==> config.mk <==
export PLATFORM = sky130hd
export DESIGN_NAME = create_msg_request_queue
export DESIGN_NICKNAME = d
export VERILOG_FILES = /design/src/rtl/fix_msg_pkg.sv /design/src/rtl/msg_req_fifo.sv /design/src/rtl/create_msg_request_queue.sv
export SDC_FILE = /design/constraint.sdc
export NUM_CORES = 1
export LEC_CHECK = 0
export ABC_AREA = 0
export CAP_MARGIN = 20
export CORE_UTILIZATION = 44
export DETAILED_ROUTE_END_ITERATION = 8
export DONT_BUFFER_PORTS = 1
export SETUP_SLACK_MARGIN = 0.15
export SYNTH_ARGS = -nofsm -noshare
export SYNTH_HDL_FRONTEND = slang
export SYNTH_SLANG_ARGS = --single-unit
==> constraint.sdc <==
create_clock -name clk -period 6.5 [get_ports clk]
set_input_delay 0.325 -clock clk [delete_from_list [all_inputs] [get_ports clk]]
set_output_delay 0.325 -clock clk [all_outputs]
set_load 0.05 [all_outputs]
==> src/rtl/fix_msg_pkg.sv <==
// fix_msg_pkg: shared message-type codes, request-queue FSM states and request width for the
// outbound message request path between session_manager and create_message.
package fix_msg_pkg;
    localparam int VALUE_DATA_WIDTH = 32;
    localparam int VALUE_SIZE       = 6;
    localparam logic [3:0] MSG_LOGON      = 4'h1;
    localparam logic [3:0] MSG_LOGOUT     = 4'h2;
    localparam logic [3:0] MSG_HEARTBEAT  = 4'h3;
    localparam logic [3:0] MSG_RESEND_REQ = 4'h4;
    typedef enum logic {ST_IDLE, ST_WAIT_DONE} cm_state_e;
    // Packed request layout, MSB first: {type[3:0], compId, s_v, err[3:0]}
    function automatic int req_width(int vw, int sz);
        return 8 + vw + sz;
    endfunction
endpackage

==> src/rtl/msg_req_fifo.sv <==
// msg_req_fifo: 2**DEPTH_LOG2-entry synchronous FIFO with show-ahead head, tail peek and occupancy.
// Caller guarantees push only when not full (or popping) and pop only when not empty.
module msg_req_fifo #(
    parameter int W          = 8,
    parameter int DEPTH_LOG2 = 3
) (
    input  logic                  clk,
    input  logic                  rst,
    input  logic                  push,
    input  logic                  pop,
    input  logic [W-1:0]          wdata,
    output logic [W-1:0]          head,
    output logic [W-1:0]          tail,
    output logic                  full,
    output logic                  empty,
    output logic [DEPTH_LOG2:0]   count
);
    logic [W-1:0] mem [2**DEPTH_LOG2];
    logic [DEPTH_LOG2:0] wp, rp;
    logic [DEPTH_LOG2-1:0] tail_idx;

    // Extra pointer MSB separates full from empty when the low bits coincide
    assign count    = wp - rp;
    assign empty    = wp == rp;
    assign full     = (wp[DEPTH_LOG2] != rp[DEPTH_LOG2]) && (wp[DEPTH_LOG2-1:0] == rp[DEPTH_LOG2-1:0]);
    assign tail_idx = wp[DEPTH_LOG2-1:0] - DEPTH_LOG2'(1);
    assign head     = mem[rp[DEPTH_LOG2-1:0]];
    assign tail     = mem[tail_idx];

    always_ff @(posedge clk or negedge rst) begin
        if (!rst) begin
            wp <= '0;
            rp <= '0;
        end else begin
            if (push) wp <= wp + (DEPTH_LOG2+1)'(1);
            if (pop) rp <= rp + (DEPTH_LOG2+1)'(1);
        end
    end

    always_ff @(posedge clk) begin
        if (push) mem[wp[DEPTH_LOG2-1:0]] <= wdata;
    end
endmodule

==> src/rtl/create_msg_request_queue.sv <==
// create_msg_request_queue: queues session_manager message requests and issues them one at a time
// to create_message via start/busy/done. Optional `HEARTBEAT_COALESCE_EN drops duplicate tail heartbeats.
module create_msg_request_queue
    import fix_msg_pkg::*;
#(
    parameter int VALUE_WIDTH  = VALUE_DATA_WIDTH,
    parameter int SIZE         = VALUE_SIZE,
    parameter int DEPTH_LOG2   = 3,
    parameter int DONE_TIMEOUT = 1024
) (
    input  logic                   clk,
    input  logic                   rst,
    input  logic                   initiate_msg_i,
    input  logic [3:0]             create_message_i,
    input  logic [VALUE_WIDTH-1:0] targetCompId_i,
    input  logic [SIZE-1:0]        s_v_targetCompId_i,
    input  logic [3:0]             error_type_i,
    input  logic                   cm_busy_i,
    input  logic                   cm_done_i,
    output logic                   initiate_msg_o,
    output logic [3:0]             create_message_o,
    output logic [VALUE_WIDTH-1:0] targetCompId_o,
    output logic [SIZE-1:0]        s_v_targetCompId_o,
    output logic [3:0]             error_type_o,
    output logic                   queue_full_o,
    output logic                   overflow_o,
    output logic                   timeout_err_o,
    output logic [DEPTH_LOG2:0]    pending_o
);
    localparam int RW = req_width(VALUE_WIDTH, SIZE);
    localparam int TW = $clog2(DONE_TIMEOUT) + 1;

    logic [RW-1:0] wdata, head, tail;
    logic push, pop, empty, hb_drop, expire, unused_tail;
    cm_state_e state, state_nx;
    logic [TW-1:0] timer;

    assign wdata       = {create_message_i, targetCompId_i, s_v_targetCompId_i, error_type_i};
    assign unused_tail = ^tail;
`ifdef HEARTBEAT_COALESCE_EN
    // The tail only counts as "still queued" if this cycle's pop is not taking it
    assign hb_drop = create_message_i == MSG_HEARTBEAT && !empty
                  && !(pop && pending_o == (DEPTH_LOG2+1)'(1))
                  && tail[RW-1 -: 4] == MSG_HEARTBEAT && tail[RW-5 -: VALUE_WIDTH] == targetCompId_i;
`else
    assign hb_drop = 1'b0;
`endif
    assign push = initiate_msg_i && !hb_drop && (!queue_full_o || pop);

    msg_req_fifo #(.W(RW), .DEPTH_LOG2(DEPTH_LOG2)) u_fifo (
        .clk   (clk),
        .rst   (rst),
        .push  (push),
        .pop   (pop),
        .wdata (wdata),
        .head  (head),
        .tail  (tail),
        .full  (queue_full_o),
        .empty (empty),
        .count (pending_o)
    );

    always_comb begin
        pop      = state == ST_IDLE && !empty && !cm_busy_i;
        expire   = state == ST_WAIT_DONE && !cm_done_i && timer == TW'(DONE_TIMEOUT - 1);
        state_nx = pop ? ST_WAIT_DONE : (cm_done_i || expire) ? ST_IDLE : state;
    end

    always_ff @(posedge clk or negedge rst) begin
        if (!rst) begin
            state              <= ST_IDLE;
            timer              <= '0;
            initiate_msg_o     <= 1'b0;
            create_message_o   <= '0;
            targetCompId_o     <= '0;
            s_v_targetCompId_o <= '0;
            error_type_o       <= '0;
            overflow_o         <= 1'b0;
            timeout_err_o      <= 1'b0;
        end else begin
            state          <= state_nx;
            timer          <= (state == ST_WAIT_DONE && state_nx == ST_WAIT_DONE) ? timer + TW'(1) : '0;
            initiate_msg_o <= pop;
            timeout_err_o  <= expire;
            overflow_o     <= overflow_o | (initiate_msg_i && !hb_drop && !push);
            if (pop) {create_message_o, targetCompId_o, s_v_targetCompId_o, error_type_o} <= head;
        end
    end
endmodule
==> results.md, run 1 <==
* Status: finished, final reports clean
* Critical Path Start Type: register
* Most repeated cell in the gate-level netlist after synthesis: sky130_fd_sc_hd__edfxtp_1
* Final wirelength at 32.5 mm
* Drt wl/cell at 22.8 um
* Number of clock sinks seen by CTS at 437
* Post-synth EDFFs at 368
* Worst Tran Pin Value at 1.02 ns
* Count of yosys warnings during synthesis at 0
* Row Count at 70
* Detailed Routing Iterations Pass 1 at 4
* Crit share post-route at 52.3%
* Ranking of synthesized cells by area: sky130_fd_sc_hd__edfxtp_1, sky130_fd_sc_hd__mux4_2, sky130_fd_sc_hd__dfrtp_1, sky130_fd_sc_hd__nand2_1, sky130_fd_sc_hd__a31oi_1
* Clock edge transition at the registers on the reported setup and hold paths at 0.06 ns
* Number of port buffers at 0
* Placed Cells at 1289
* Standard cell core area at 36800 um^2
* R2R Path End: u_fifo.mem[4][37]
* Wire length of the first global-routing pass at 49.8 mm
* Depth of the worst register-to-register path at 6
* Initial Util at 44.9%
* Master cell of the clock root buffer: sky130_fd_sc_hd__clkbuf_16
* Type of the most critical hold path: in -> reg
* Highest Clock Rate at 294 MHz
* Number of standard cells in the final layout excluding fillers at 1427
* Max-slew headroom at the worst pin at 31.8%
* Detailed-route DRC error count at 0
* TritonCTS clock tree: done
* Critical Setup Path Class: reg -> reg
* Worst Clk Skew at 0.0146 ns
* Cell type with the highest aggregate area in the netlist: sky130_fd_sc_hd__edfxtp_1
* Number of flip-flops and latches in the synthesized netlist at 437
* Area overhead of the layout relative to synthesis at 16.1%
* Post-layout minimum cycle time at 3.40 ns
* Async SR Flop Fraction at 15.8%
* Synthesized area at 16500 um^2
* Total via count in the routed design at 7796
* Final Total Pwr at 9.42 mW
* Maximum fanout along the worst path at 37
* Critical path capture point type: register
* Antenna violations before repair at 3
* Number of nets in the layout at 978
* Global-route congestion overflow total at 0
* H-tree levels at 2
* Register-to-register path setup slack at 3.10 ns
* Area occupied by multi-input gates at 3520 um^2
* Via count of the first global-routing pass at 8181
* Cts repair resizes at 0
* Clock latency at the later pin of the worst-skew pair at 0.56 ns
* Layout cell share with drive strength beyond 1 at 21.2%
* Total count of hold-check failures in the final report at 0
* Most instantiated cells after synthesis: sky130_fd_sc_hd__edfxtp_1, sky130_fd_sc_hd__nand2_1, sky130_fd_sc_hd__mux4_2, sky130_fd_sc_hd__dfrtp_1, sky130_fd_sc_hd__nor2_1
* Number of distinct standard cells referenced by the synthesized netlist at 35
* Worst Hold Depth at 3
* Max IR drop VDD at 0.261 mV
* FF+latch area at 12800 um^2
* Sink of the worst hold path: state
* Number of buffers on the longest clock path at 3
* Most used flip-flop cell after synthesis: sky130_fd_sc_hd__edfxtp_1
* Startpoint of the tightest hold check path: cm_busy_i
* RSZ-0062 raised after global routing: false
* Pin count of the biggest net entering global routing at 98
* Data arrival time at the worst-slack endpoint at 3.59 ns
* Minimum setup slack in the final design at 3.10 ns
* Minimum setup slack after placement at 2.97 ns
* Max-cap check violation count at 0
* Placed wire-length estimate at 16.9 mm
* Leakage power at 6.42 nW
* I/O pin total at 105
* Gpl congestion at 0.708
* Number of buffers inserted during clock tree synthesis at 45
* Setup TNS after final layout at 0 ns
* WP data required at 6.69 ns
* Avg Cell Area, Syn at 19.5 um^2
* Share of Yosys cell area claimed by the top area cell type at 66.9%
* Die area at 38300 um^2
* Gate count of the mapped netlist at 846
* Cell Pwr Density at 491 nW/um^2
* Fillers at 2924
* Sequential-to-total area share from yosys stat at 77.4%
* Syn nets at 904
* Final-report setup violation count at 0
* Slew Limit Fails at 0
* Via density per instance at 5.46
* Die span in x at 196 um
* ANT nets after route at 0
* Number of design-rule violations left by the first detailed-router iteration at 472
* Global routing usage summed across all routing layers at 17.5%
* FF-to-FF Start: u_fifo.rp[2]
* Die Ht at 196 um
[how the worst max path moves through the flow]
| stage | end | slack [ns] | cells after the start | from |
|---|---|---|---|---|
| 2_1_floorplan | u_fifo.mem[2][0] | 1.35 | 7 | u_fifo.rp[2] |
| 3_3_place_gp | u_fifo.mem[2][37] | 3.01 | 6 | u_fifo.rp[2] |
| 3_5_place_dp | u_fifo.mem[2][44] | 2.97 | 6 | u_fifo.rp[2] |
| 4_1_cts | u_fifo.mem[2][26] | 2.94 | 6 | u_fifo.rp[2] |
| 5_1_grt | u_fifo.mem[4][26] | 2.86 | 6 | u_fifo.rp[2] |
| 6_report | u_fifo.mem[4][37] | 3.10 | 6 | u_fifo.rp[2] |
[kinds of logic after synthesis]
logic type / synth area share (%)
buf+inv: 1.70
fa+ha+maj: 0.576
flops: 77.4
compound gates: 2.23
simple gates: 4.51
xor+xnor: 1.00
mux: 12.6
[registers in the layout, indices dropped and copies added, names as in the netlist]
register / flops
u_fifo.mem: 368
targetCompId_o: 32
timer: 11
s_v_targetCompId_o: 6
create_message_o: 4
error_type_o: 4
u_fifo.rp: 4
u_fifo.wp: 4
initiate_msg_o: 1
overflow_o: 1
state: 1
timeout_err_o: 1
[stage by stage]
stage / hold WS [ns] / utilization [%] / instance area (um^2)
CTS: 0.0866 / 52.0 / 19100
detailed placement: 0.0338 / 46.4 / 17100
global placement: 0.0338 / 46.4 / 17100
global route: 0.126 / 52.1 / 19200
floorplan: 0.0294 / - / 16500
finish: 0.113 / 52.1 / 19200
[final cells by class]
type | instances | share of cell area [%]
flip-flops and latches | 437 | 66.7
repair buffers | 69 | 3.57
clock buffers | 61 | 6.72
multi-input cells | 357 | 18.3
diodes | 2 | 0.0261
inverters | 10 | 0.209
well taps | 468 | 3.05
clock inverters | 23 | 1.41
[critical path, stage by stage (launching register included)]
cell                       delay (ns)
sky130_fd_sc_hd__dfrtp_4         0.77
sky130_fd_sc_hd__inv_1           0.10
sky130_fd_sc_hd__ha_1            0.37
sky130_fd_sc_hd__nand3_2         0.17
sky130_fd_sc_hd__o311ai_2        0.23
sky130_fd_sc_hd__nor3_2          0.74
sky130_fd_sc_hd__buf_4           0.64
[where the power goes]
group	switching [mW]	internal, mW	total, mW
Sequential	0.832	3.60	4.43
Combinational	1.36	0.953	2.31
Clock	1.05	1.63	2.67
Total	3.24	6.18	9.42
[placed cells by master, fill, tap and decap left out, types with 2 or more instances in the layout]
cell | synthesis | layout
sky130_fd_sc_hd__edfxtp_1 | 368 | 368
sky130_fd_sc_hd__nand2_1 | 101 | 101
sky130_fd_sc_hd__mux4_2 | 92 | 92
sky130_fd_sc_hd__dfrtp_1 | 69 | 66
sky130_fd_sc_hd__nor2_1 | 62 | 59
sky130_fd_sc_hd__dlygate4sd3_1 | 0 | 49
sky130_fd_sc_hd__clkbuf_16 | 0 | 47
sky130_fd_sc_hd__a31oi_1 | 46 | 46
sky130_fd_sc_hd__buf_4 | 3 | 17
sky130_fd_sc_hd__xnor2_1 | 10 | 10
sky130_fd_sc_hd__clkinv_2 | 0 | 9
sky130_fd_sc_hd__inv_1 | 9 | 8
sky130_fd_sc_hd__clkbuf_1 | 12 | 8
sky130_fd_sc_hd__xor2_1 | 7 | 7
sky130_fd_sc_hd__ha_1 | 6 | 6
sky130_fd_sc_hd__bufinv_16 | 0 | 6
sky130_fd_sc_hd__clkbuf_8 | 0 | 6
sky130_fd_sc_hd__clkinv_1 | 0 | 5
sky130_fd_sc_hd__nand4_1 | 4 | 4
sky130_fd_sc_hd__nor3_2 | 0 | 4
sky130_fd_sc_hd__nor3_1 | 7 | 3
sky130_fd_sc_hd__nor2_4 | 0 | 3
sky130_fd_sc_hd__diode_2 | 0 | 2
sky130_fd_sc_hd__a21o_1 | 2 | 2
sky130_fd_sc_hd__nand3_1 | 2 | 2
sky130_fd_sc_hd__o21ai_2 | 2 | 2
sky130_fd_sc_hd__nor2b_1 | 2 | 2
sky130_fd_sc_hd__and3_1 | 2 | 2
sky130_fd_sc_hd__clkinv_4 | 0 | 2
sky130_fd_sc_hd__buf_16 | 0 | 2
sky130_fd_sc_hd__dfrtp_4 | 0 | 2
[timing repair]
action                                 4_1_cts  5_1_grt
hold buffers                                50        0
endpoints found under the hold margin      442        0
buffers inserted                             0        0
[routing by layer]
layer | global-route usage [%] | part of all wire (%) | vias up
li1 | - | - | 3481
met1 | 23.9 | 45 | 4113
met2 | 28.3 | 48 | 152
met3 | 4.23 | 5.3 | 48
met4 | 4.77 | 1.7 | 2
met5 | 0 | 0.040 | -
No activity file was read; power rests on OpenSTA's default activity.
==> run 2, diff against run 1 <==
--- a/config.mk
+++ b/config.mk
@@ -5,7 +5,7 @@
 export SDC_FILE = /design/constraint.sdc
 export NUM_CORES = 1
 export LEC_CHECK = 0
-export ABC_AREA = 0
+export ABC_AREA = 1
 export CAP_MARGIN = 20
 export CORE_UTILIZATION = 44
 export DETAILED_ROUTE_END_ITERATION = 8
==> constraint.sdc (replaced) <==
create_clock -name clk -period 3 [get_ports clk]
set_input_delay 0.15 -clock clk [delete_from_list [all_inputs] [get_ports clk]]
set_output_delay 0.15 -clock clk [all_outputs]
set_load 0.05 [all_outputs]
==> run 2 against run 1 <==
Compared with the run above: global-route usage up 3.0 points; routed wire length increased by 29%; core utilization shrank 0.56 points; via count grew 52%; largest power group unchanged; hold slack better by 0.10 ns; register-to-register slack lost 2.5 ns; largest cell class unchanged; area after synthesis up 11%.
==> results.md, run 2 <==
* Clock network power share at 26.3% (was 28.4%)
* Row Count at 74 (was 70)
* Leakage power at 9.13 nW (was 6.42 nW)
* Max-slew headroom at the worst pin at 32.8% (was 31.8%)
* Type of the most critical hold path: in -> async (was in -> reg)
* Leading cell type in the layout, fill and taps excluded: sky130_fd_sc_hd__nand2_1 (was sky130_fd_sc_hd__edfxtp_1)
* Wire length of the first global-routing pass at 65.6 mm (was 49.8 mm)
* Share of Yosys cell area claimed by the top area cell type at 60.3% (was 66.9%)
* ANT nets after route at 0 (unchanged)
* I/O pin total at 105 (unchanged)
* Minimum setup slack after placement at 0.644 ns (was 2.97 ns)
* Standard cell core area at 40900 um^2 (was 36800 um^2)
* RSZ-0062 raised after global routing: false (unchanged)
* Number of port buffers at 0 (unchanged)
* Antenna violations before repair at 7 (was 3)
* Final-report setup violation count at 0 (unchanged)
* Switching portion of total power at 39.4% (was 34.4%)
* Number of buffers inserted during clock tree synthesis at 46 (was 45)
* Syn nets at 1814 (was 904)
* Highest Clock Rate at 416 MHz
* TritonCTS clock tree: done (unchanged)
* Minimum setup slack in the final design at 0.597 ns (was 3.10 ns)
* Post-layout minimum cycle time at 2.40 ns
* Max IR drop VDD at 0.839 mV (was 0.261 mV)
* Detailed-route DRC error count at 0 (unchanged)
* Status: finished, final reports clean (unchanged)
* Number of flip-flops and latches in the synthesized netlist at 437 (unchanged)
* Max-cap check violation count at 0 (unchanged)
* Most used flip-flop cell after synthesis: sky130_fd_sc_hd__edfxtp_1 (unchanged)
* Initial Util at 44.8% (was 44.9%)
* H-tree levels at 2 (unchanged)
* Number of buffers on the longest clock path at 3 (unchanged)
* Synthesized area at 18300 um^2 (was 16500 um^2)
* Layout cell share with drive strength beyond 1 at 6.58% (was 21.2%)
* Global routing usage summed across all routing layers at 20.5% (was 17.5%)
* R2R Path End: u_fifo.mem[7][5] (was u_fifo.mem[4][37])
* Critical Path Start Type: register (unchanged)
* Placed wire-length estimate at 21.2 mm (was 16.9 mm)
* Critical Setup Path Class: reg -> out (was reg -> reg)
* Post-synth EDFFs at 368 (unchanged)
* Pin count of the biggest net entering global routing at 188 (was 98)
* WP data required at 2.85 ns (was 6.69 ns)
* Setup TNS after final layout at 0 ns (unchanged)
* Number of design-rule violations left by the first detailed-router iteration at 855 (was 472)
* Worst Clk Skew at 0.0131 ns (was 0.0146 ns)
* Power dissipated by switching net loads at 8.38 mW (was 3.24 mW)
* Cts-stage hold buffer count at 51 (was 50)
* Cell type with the highest aggregate area in the netlist: sky130_fd_sc_hd__edfxtp_1 (unchanged)
* Die area at 42500 um^2 (was 38300 um^2)
* Depth of the worst register-to-register path at 8 (was 6)
* Slew Limit Fails at 0 (unchanged)
* FF-to-FF Start: u_fifo.wp[0] (was u_fifo.rp[2])
* Clock edge transition at the registers on the reported setup and hold paths at 0.06 ns (about the same)
* Buffers inserted during post-CTS setup optimization at 0 (unchanged)
* Die Ht at 206 um (was 196 um)
* Sequential-to-total area share from yosys stat at 69.7% (was 77.4%)
* Critical path capture point type: output port (was register)
* Ranking of synthesized cells by area: sky130_fd_sc_hd__edfxtp_1, sky130_fd_sc_hd__nand2_1, sky130_fd_sc_hd__dfrtp_1, sky130_fd_sc_hd__nand3_1, sky130_fd_sc_hd__inv_1 (was sky130_fd_sc_hd__edfxtp_1, sky130_fd_sc_hd__mux4_2, sky130_fd_sc_hd__dfrtp_1, sky130_fd_sc_hd__nand2_1, sky130_fd_sc_hd__a31oi_1)
* Detailed Routing Iterations Pass 1 at 5 (was 4)
* Avg Cell Area, Syn at 10.4 um^2 (was 19.5 um^2)
* Master cell of the clock root buffer: sky130_fd_sc_hd__clkbuf_16 (unchanged)
* Worst Tran Pin Value at 1.01 ns (was 1.02 ns)
* Cts repair resizes at 0 (unchanged)
* Most instantiated cells after synthesis: sky130_fd_sc_hd__nand2_1, sky130_fd_sc_hd__edfxtp_1, sky130_fd_sc_hd__inv_1, sky130_fd_sc_hd__nand3_1, sky130_fd_sc_hd__dfrtp_1 (was sky130_fd_sc_hd__edfxtp_1, sky130_fd_sc_hd__nand2_1, sky130_fd_sc_hd__mux4_2, sky130_fd_sc_hd__dfrtp_1, sky130_fd_sc_hd__nor2_1)
* Clock latency at the later pin of the worst-skew pair at 0.57 ns (was 0.56 ns)
* Maximum fanout along the worst path at 34 (was 37)
* Final wirelength at 41.9 mm (was 32.5 mm)
* Most repeated cell in the gate-level netlist after synthesis: sky130_fd_sc_hd__nand2_1 (was sky130_fd_sc_hd__edfxtp_1)
* Commonest non-fill, non-tap cells in the layout: sky130_fd_sc_hd__nand2_1, sky130_fd_sc_hd__edfxtp_1, sky130_fd_sc_hd__inv_1 (was sky130_fd_sc_hd__edfxtp_1, sky130_fd_sc_hd__nand2_1, sky130_fd_sc_hd__mux4_2)
* Gpl congestion at 0.776 (was 0.708)
* Total count of hold-check failures in the final report at 0 (unchanged)
* Finished Cell Area at 21100 um^2 (was 19200 um^2)
* Via density per instance at 4.99 (was 5.46)
* Destination of the critical timing path: pending_o[1] (was u_fifo.mem[4][37])
* Placement Cell Area at 19100 um^2 (was 17100 um^2)
* Portion of total power attributed to sequential cells at 43.7% (was 47.0%)
* Cell Pwr Density at 1010 nW/um^2 (was 491 nW/um^2)
* Combinational Power Share at 30.0% (was 24.6%)
* Critical path startpoint: u_fifo.rp[1] (was u_fifo.rp[2])
* Drt wl/cell at 17.6 um (was 22.8 um)
* Number of distinct standard cells referenced by the synthesized netlist at 24 (was 35)
* Data arrival time at the worst-slack endpoint at 2.25 ns (was 3.59 ns)
* Via count of the first global-routing pass at 11600 (was 8181)
* Number of flip-flops under the largest register name at 368 (unchanged)
* Area overhead of the layout relative to synthesis at 15.2% (was 16.1%)
* Total via count in the routed design at 11900 (was 7796)
* Global-route congestion overflow total at 0 (unchanged)
* Die span in x at 206 um (was 196 um)
* Register-to-register path setup slack at 0.62 ns (was 3.10 ns)
* Crit share post-route at 80.1%
* Internal power at 12.9 mW (was 6.18 mW)
* Gate count of the mapped netlist at 1756 (was 846)
* Count of yosys warnings during synthesis at 0 (unchanged)
* Number of nets in the layout at 1861 (was 978)
* Number of clock sinks seen by CTS at 437 (unchanged)
* Async SR Flop Fraction at 15.8% (unchanged)
run 2: cell types whose count changed after synthesis, moves of 4 or more:
cell and delta:
sky130_fd_sc_hd__buf_6 -4, sky130_fd_sc_hd__mux4_2 -92, sky130_fd_sc_hd__clkbuf_1 +23, sky130_fd_sc_hd__xnor2_1 -7, sky130_fd_sc_hd__nor2_1 -38, sky130_fd_sc_hd__inv_1 +288
sky130_fd_sc_hd__nor3_1 -5, sky130_fd_sc_hd__nand2_1 +490, sky130_fd_sc_hd__buf_2 +16, sky130_fd_sc_hd__buf_1 +8, sky130_fd_sc_hd__a31oi_1 -46, sky130_fd_sc_hd__nand3_1 +290
run 2: area by class of cell:
cell class	count	area [um^2]
inverters	299	1130
flip-flops and latches	437	12800
fillers	3569	19800
clock buffers	73	1400
multi-input cells	937	4120
clock inverters	12	113
well taps	532	666
repair buffers	82	886
diodes	4	10.0
run 2: power groups by stage:
stage | clock network (mW) | registers, mW | logic, mW
2_1_floorplan | 0 | 9.28 | 4.53
3_3_place_gp | 0 | 9.43 | 6.18
3_5_place_dp | 0 | 9.45 | 6.26
4_1_cts | 5.75 | 9.33 | 6.45
5_1_grt | 5.96 | 9.43 | 7.15
6_report | 5.60 | 9.31 | 6.38
run 2: per-layer routing:
layer / vias to the layer above / GRT usage, % / part of all wire, %
met5: - / 0 / 0.088
met4: 6 / 7.25 / 2.2
met3: 69 / 4.82 / 6.6
met2: 333 / 33.4 / 48
met1: 5715 / 26.8 / 43
li1: 5736 / - / -
run 2: logic make-up after synthesis:
logic type	after synthesis	share of synthesized area (%)
simple gates	914	20.8
xor+xnor	10	0.478
fa+ha+maj	7	0.519
flops	437	69.7
buf+inv	382	8.20
compound gates	6	0.246
run 2: metrics by stage:
stage / util [%] / instances / total power [mW] / hold slack [ns]
final: 51.6 / 2376 / 21.3 / 0.217
after global routing: 51.6 / 2375 / 22.5 / 0.224
after CTS: 51.6 / 2372 / 21.5 / 0.201
after detailed placement: 46.6 / 2236 / 15.7 / -0.141
after global placement: 46.6 / 2236 / 15.6 / -0.142
after floorplan: - / 1756 / 13.8 / -0.146
run 2: worst min path at each step:
stage | depth (start not counted) | endpoint | slack, ns
floorplan | 0 | create_message_o[0] | -0.15
global placement | 0 | s_v_targetCompId_o[1] | -0.14
detailed placement | 0 | s_v_targetCompId_o[1] | -0.14
CTS | 2 | targetCompId_o[9] | 0.20
global route | 2 | timeout_err_o | 0.22
finish | 2 | targetCompId_o[9] | 0.22
run 2: critical path, cell delays in order, from the launching register on:
cell	delay [ns]
sky130_fd_sc_hd__dfrtp_4	0.41
sky130_fd_sc_hd__buf_4	0.44
sky130_fd_sc_hd__fa_1	0.49
sky130_fd_sc_hd__inv_1	0.35
==> run 3, diff against run 2 <==
--- a/config.mk
+++ b/config.mk
@@ -5,7 +5,7 @@
 export SDC_FILE = /design/constraint.sdc
 export NUM_CORES = 1
 export LEC_CHECK = 0
-export ABC_AREA = 1
+export ABC_AREA = 0
 export CAP_MARGIN = 20
 export CORE_UTILIZATION = 44
 export DETAILED_ROUTE_END_ITERATION = 8
==> constraint.sdc (replaced) <==
create_clock -name clk -period 2.4 [get_ports clk]
set_input_delay 0.12 -clock clk [delete_from_list [all_inputs] [get_ports clk]]
set_output_delay 0.12 -clock clk [all_outputs]
set_load 0.05 [all_outputs]
==> run 3 against run 2 <==
Compared with the run above: global-route usage decreased by 1.8 points; total power rose by 21%; clock-buffer cell count fell by 15; clock power grew 20%; routed wire length down 18%; largest cell class unchanged; register-to-register slack got worse by 0.37 ns; non-clock buffer count rose by 10; hold slack lost 0.14 ns; first-iteration DRC count is 35% lower.
==> results.md, run 3 (same netlist as run 1, synthesis figures left out) <==
* Final wirelength at 34.5 mm (was 41.9 mm)
* Master cell of the clock root buffer: sky130_fd_sc_hd__clkbuf_16 (unchanged)
* H-tree levels at 2 (unchanged)
* Cells traversed along the worst timing path: ha_2 > fa_1 > clkinvlp_4 (was buf_4 > fa_1 > inv_1)
* Number of flip-flops under the largest register name at 368 (unchanged)
* Number of design-rule violations left by the first detailed-router iteration at 557 (was 855)
* Clock edge transition at the registers on the reported setup and hold paths at 0.06 ns (about the same)
* WP data required at 2.28 ns (was 2.85 ns)
* Antenna violations before repair at 2 (was 7)
* Via density per instance at 5.50 (was 4.99)
* Critical path startpoint: u_fifo.rp[0] (was u_fifo.rp[1])
* DR WL met2 at 16.5 mm (was 20.1 mm)
* Worst Clk Skew at 0.0278 ns (was 0.0131 ns)
* Die Ht at 196 um (was 206 um)
* Data arrival time at the worst-slack endpoint at 2.09 ns (was 2.25 ns)
* Final antenna diode count at 0 (was 4)
* Clock latency at the later pin of the worst-skew pair at 0.57 ns (about the same)
* Placement Cell Area at 17400 um^2 (was 19100 um^2)
* Detailed-route DRC error count at 0 (unchanged)
* Via count of the first global-routing pass at 8280 (was 11600)
* Critical Path Start Type: register (unchanged)
* FF-to-FF Start: u_fifo.rp[0] (was u_fifo.wp[0])
* Count of buffering cells on the critical path with inverters included at 1 (was 2)
* Max-cap check violation count at 0 (unchanged)
* ANT nets after route at 0 (unchanged)
* Number of port buffers at 0 (unchanged)
* Number of clock sinks seen by CTS at 437 (unchanged)
* Die area at 38300 um^2 (was 42500 um^2)
* Number of buffers on the longest clock path at 3 (unchanged)
* Row Count at 70 (was 74)
* Drt wl/cell at 23.9 um (was 17.6 um)
* Leading cell type in the layout, fill and taps excluded: sky130_fd_sc_hd__edfxtp_1 (was sky130_fd_sc_hd__nand2_1)
* Post-Route M1 WL at 15.2 mm (was 18.2 mm)
* Global-route congestion overflow total at 0 (unchanged)
* Register-to-register path setup slack at 0.25 ns (was 0.62 ns)
* Number of nets in the layout at 1001 (was 1861)
* Type of the most critical hold path: in -> reg (was in -> async)
* Detailed Routing Iterations Pass 1 at 5 (unchanged)
* Minimum setup slack in the final design at 0.187 ns (was 0.597 ns)
* Max-slew headroom at the worst pin at 47.3% (was 32.8%)
* Critical Setup Path Class: reg -> out (unchanged)
* Crit share post-route at 92.2%
* Uppermost layer routed: met5 (unchanged)
* Post-layout minimum cycle time at 2.21 ns
* CP Depth at 3 (unchanged)
* Initial Util at 44.9% (was 44.8%)
* Slowest cell delay on critical path at 0.56 ns (was 0.49 ns)
* Total count of hold-check failures in the final report at 0 (unchanged)
* Placed wire-length estimate at 18.6 mm (was 21.2 mm)
* Critical path capture point type: output port (unchanged)
* Layout cell share with drive strength beyond 1 at 23.4% (was 6.58%)
* Cell Pwr Density at 1320 nW/um^2 (was 1010 nW/um^2)
* Total via count in the routed design at 7959 (was 11900)
* Maximum fanout along the worst path at 2 (was 34)
* Leakage power at 6.55 nW (was 9.13 nW)
* Depth of the worst register-to-register path at 6 (was 8)
* Commonest non-fill, non-tap cells in the layout: sky130_fd_sc_hd__edfxtp_1, sky130_fd_sc_hd__nand2_1, sky130_fd_sc_hd__mux4_2 (was sky130_fd_sc_hd__nand2_1, sky130_fd_sc_hd__edfxtp_1, sky130_fd_sc_hd__inv_1)
* Max IR drop VDD at 0.844 mV (was 0.839 mV)
* Global routing usage summed across all routing layers at 18.7% (was 20.5%)
* WHS at 0.0768 ns (was 0.217 ns)
* Area overhead of the layout relative to synthesis at 18.1% (was 15.2%)
* Cell with the biggest individual delay on the critical path: sky130_fd_sc_hd__fa_1 (unchanged)
* Minimum setup slack after placement at 0.147 ns (was 0.644 ns)
* I/O pin total at 105 (unchanged)
* Pin count of the biggest net entering global routing at 96 (was 188)
* TritonCTS clock tree: done (unchanged)
* Number of buffers inserted during clock tree synthesis at 45 (was 46)
* Worst Tran Pin Value at 0.790 ns (was 1.01 ns)
* Wire length of the first global-routing pass at 52.5 mm (was 65.6 mm)
* Highest Clock Rate at 452 MHz
* Finished Cell Area at 19500 um^2 (was 21100 um^2)
* Final-report setup violation count at 0 (unchanged)
* RSZ-0062 raised after global routing: true (was false)
* Slew Limit Fails at 0 (unchanged)
* Die span in x at 196 um (was 206 um)
* Gpl congestion at 0.701 (was 0.776)
* Destination of the critical timing path: pending_o[1] (unchanged)
* Met3 Routed Length at 2.12 mm (was 2.75 mm)
* Cell class contributing the biggest share of worst-path delay: adder cells (was buffers and inverters)
* Standard cell core area at 36800 um^2 (was 40900 um^2)
* Status: finished, final reports clean (unchanged)
* R2R Path End: u_fifo.mem[3][17] (was u_fifo.mem[7][5])
==> run 3: cell types whose count changed in the layout (fill, tap and decap cells not counted), moves of 5 or more <==
cell | before | now
sky130_fd_sc_hd__nand2_1 | 590 | 101
sky130_fd_sc_hd__nand3_1 | 291 | 2
sky130_fd_sc_hd__inv_1 | 294 | 6
sky130_fd_sc_hd__mux4_2 | 0 | 92
sky130_fd_sc_hd__a31oi_1 | 0 | 46
sky130_fd_sc_hd__nor2_1 | 15 | 59
sky130_fd_sc_hd__clkbuf_1 | 16 | 10
sky130_fd_sc_hd__clkbuf_8 | 8 | 3
sky130_fd_sc_hd__clkinv_1 | 3 | 8
sky130_fd_sc_hd__nor2_4 | 8 | 3
sky130_fd_sc_hd__xnor2_1 | 3 | 8
==> run 3: layer usage <==
| metal | track usage, % | vias up |
|---|---|---|
| li1 | - | 3528 |
| met1 | 25.9 | 4166 |
| met4 | 5.01 | 4 |
| met5 | 0 | - |
| met3 | 4.47 | 51 |
| met2 | 29.9 | 210 |
==> run 3: tightest hold or removal path: cells and delay by family <==
| family | cells | cell delay (ns) |
|---|---|---|
| buf+inv | 2 | 0.30 |
| compound gates | 1 | 0.10 |
| simple gates | 1 | 0.02 |
| xor+xnor | 1 | 0.06 |
==> run 3: final cells by class <==
class / instances / area (um^2)
clock buffers: 58 / 1200
multi-input cells: 357 / 3610
flip-flops and latches: 437 / 12800
inverters: 10 / 46.3
well taps: 468 / 586
fillers: 2911 / 17300
repair buffers: 92 / 1060
clock inverters: 24 / 210
==> run 3: repair_timing <==
item                                    CTS  global route
hold buffers                             50             0
hold endpoints to repair                454             0
gates resized for setup                   8             4
pin swaps                                 3             2
endpoints found under the setup margin  175            17
gates cloned                              2             0
setup buffers                             3             0
==> run 3: where the power goes <==
group          switching [mW]  internal, mW  total, mW
sequential               2.06          9.75       11.8
combinational            4.18          3.14       7.32
clock                    2.83          3.88       6.70
total                    9.06          16.8       25.8
==> run 3: worst min-delay path by stage <==
stage              start             endpoint  slack [ns]  depth (start not counted)
3_5_place_dp         rst             timer[5]       -0.17                          0
4_1_cts        cm_busy_i                state        0.06                          5
6_report       cm_busy_i         u_fifo.rp[0]        0.08                          5
3_3_place_gp         rst             timer[7]       -0.17                          0
5_1_grt        cm_busy_i         u_fifo.rp[0]        0.08                          5
2_1_floorplan        rst  create_message_o[0]       -0.18                          0
==> run 3: through the flow <==
| step | setup TNS (ns) | instances | utilization, % | total power, mW |
|---|---|---|---|---|
| floorplan | -89.52 | 846 | - | 16.9 |
| global placement | 0 | 1309 | 47.4 | 18.8 |
| global route | 0 | 1446 | 53.0 | 27.1 |
| finish | 0 | 1446 | 53.0 | 25.8 |
| detailed placement | 0 | 1309 | 47.4 | 18.9 |
| CTS | 0 | 1446 | 53.0 | 26.2 |
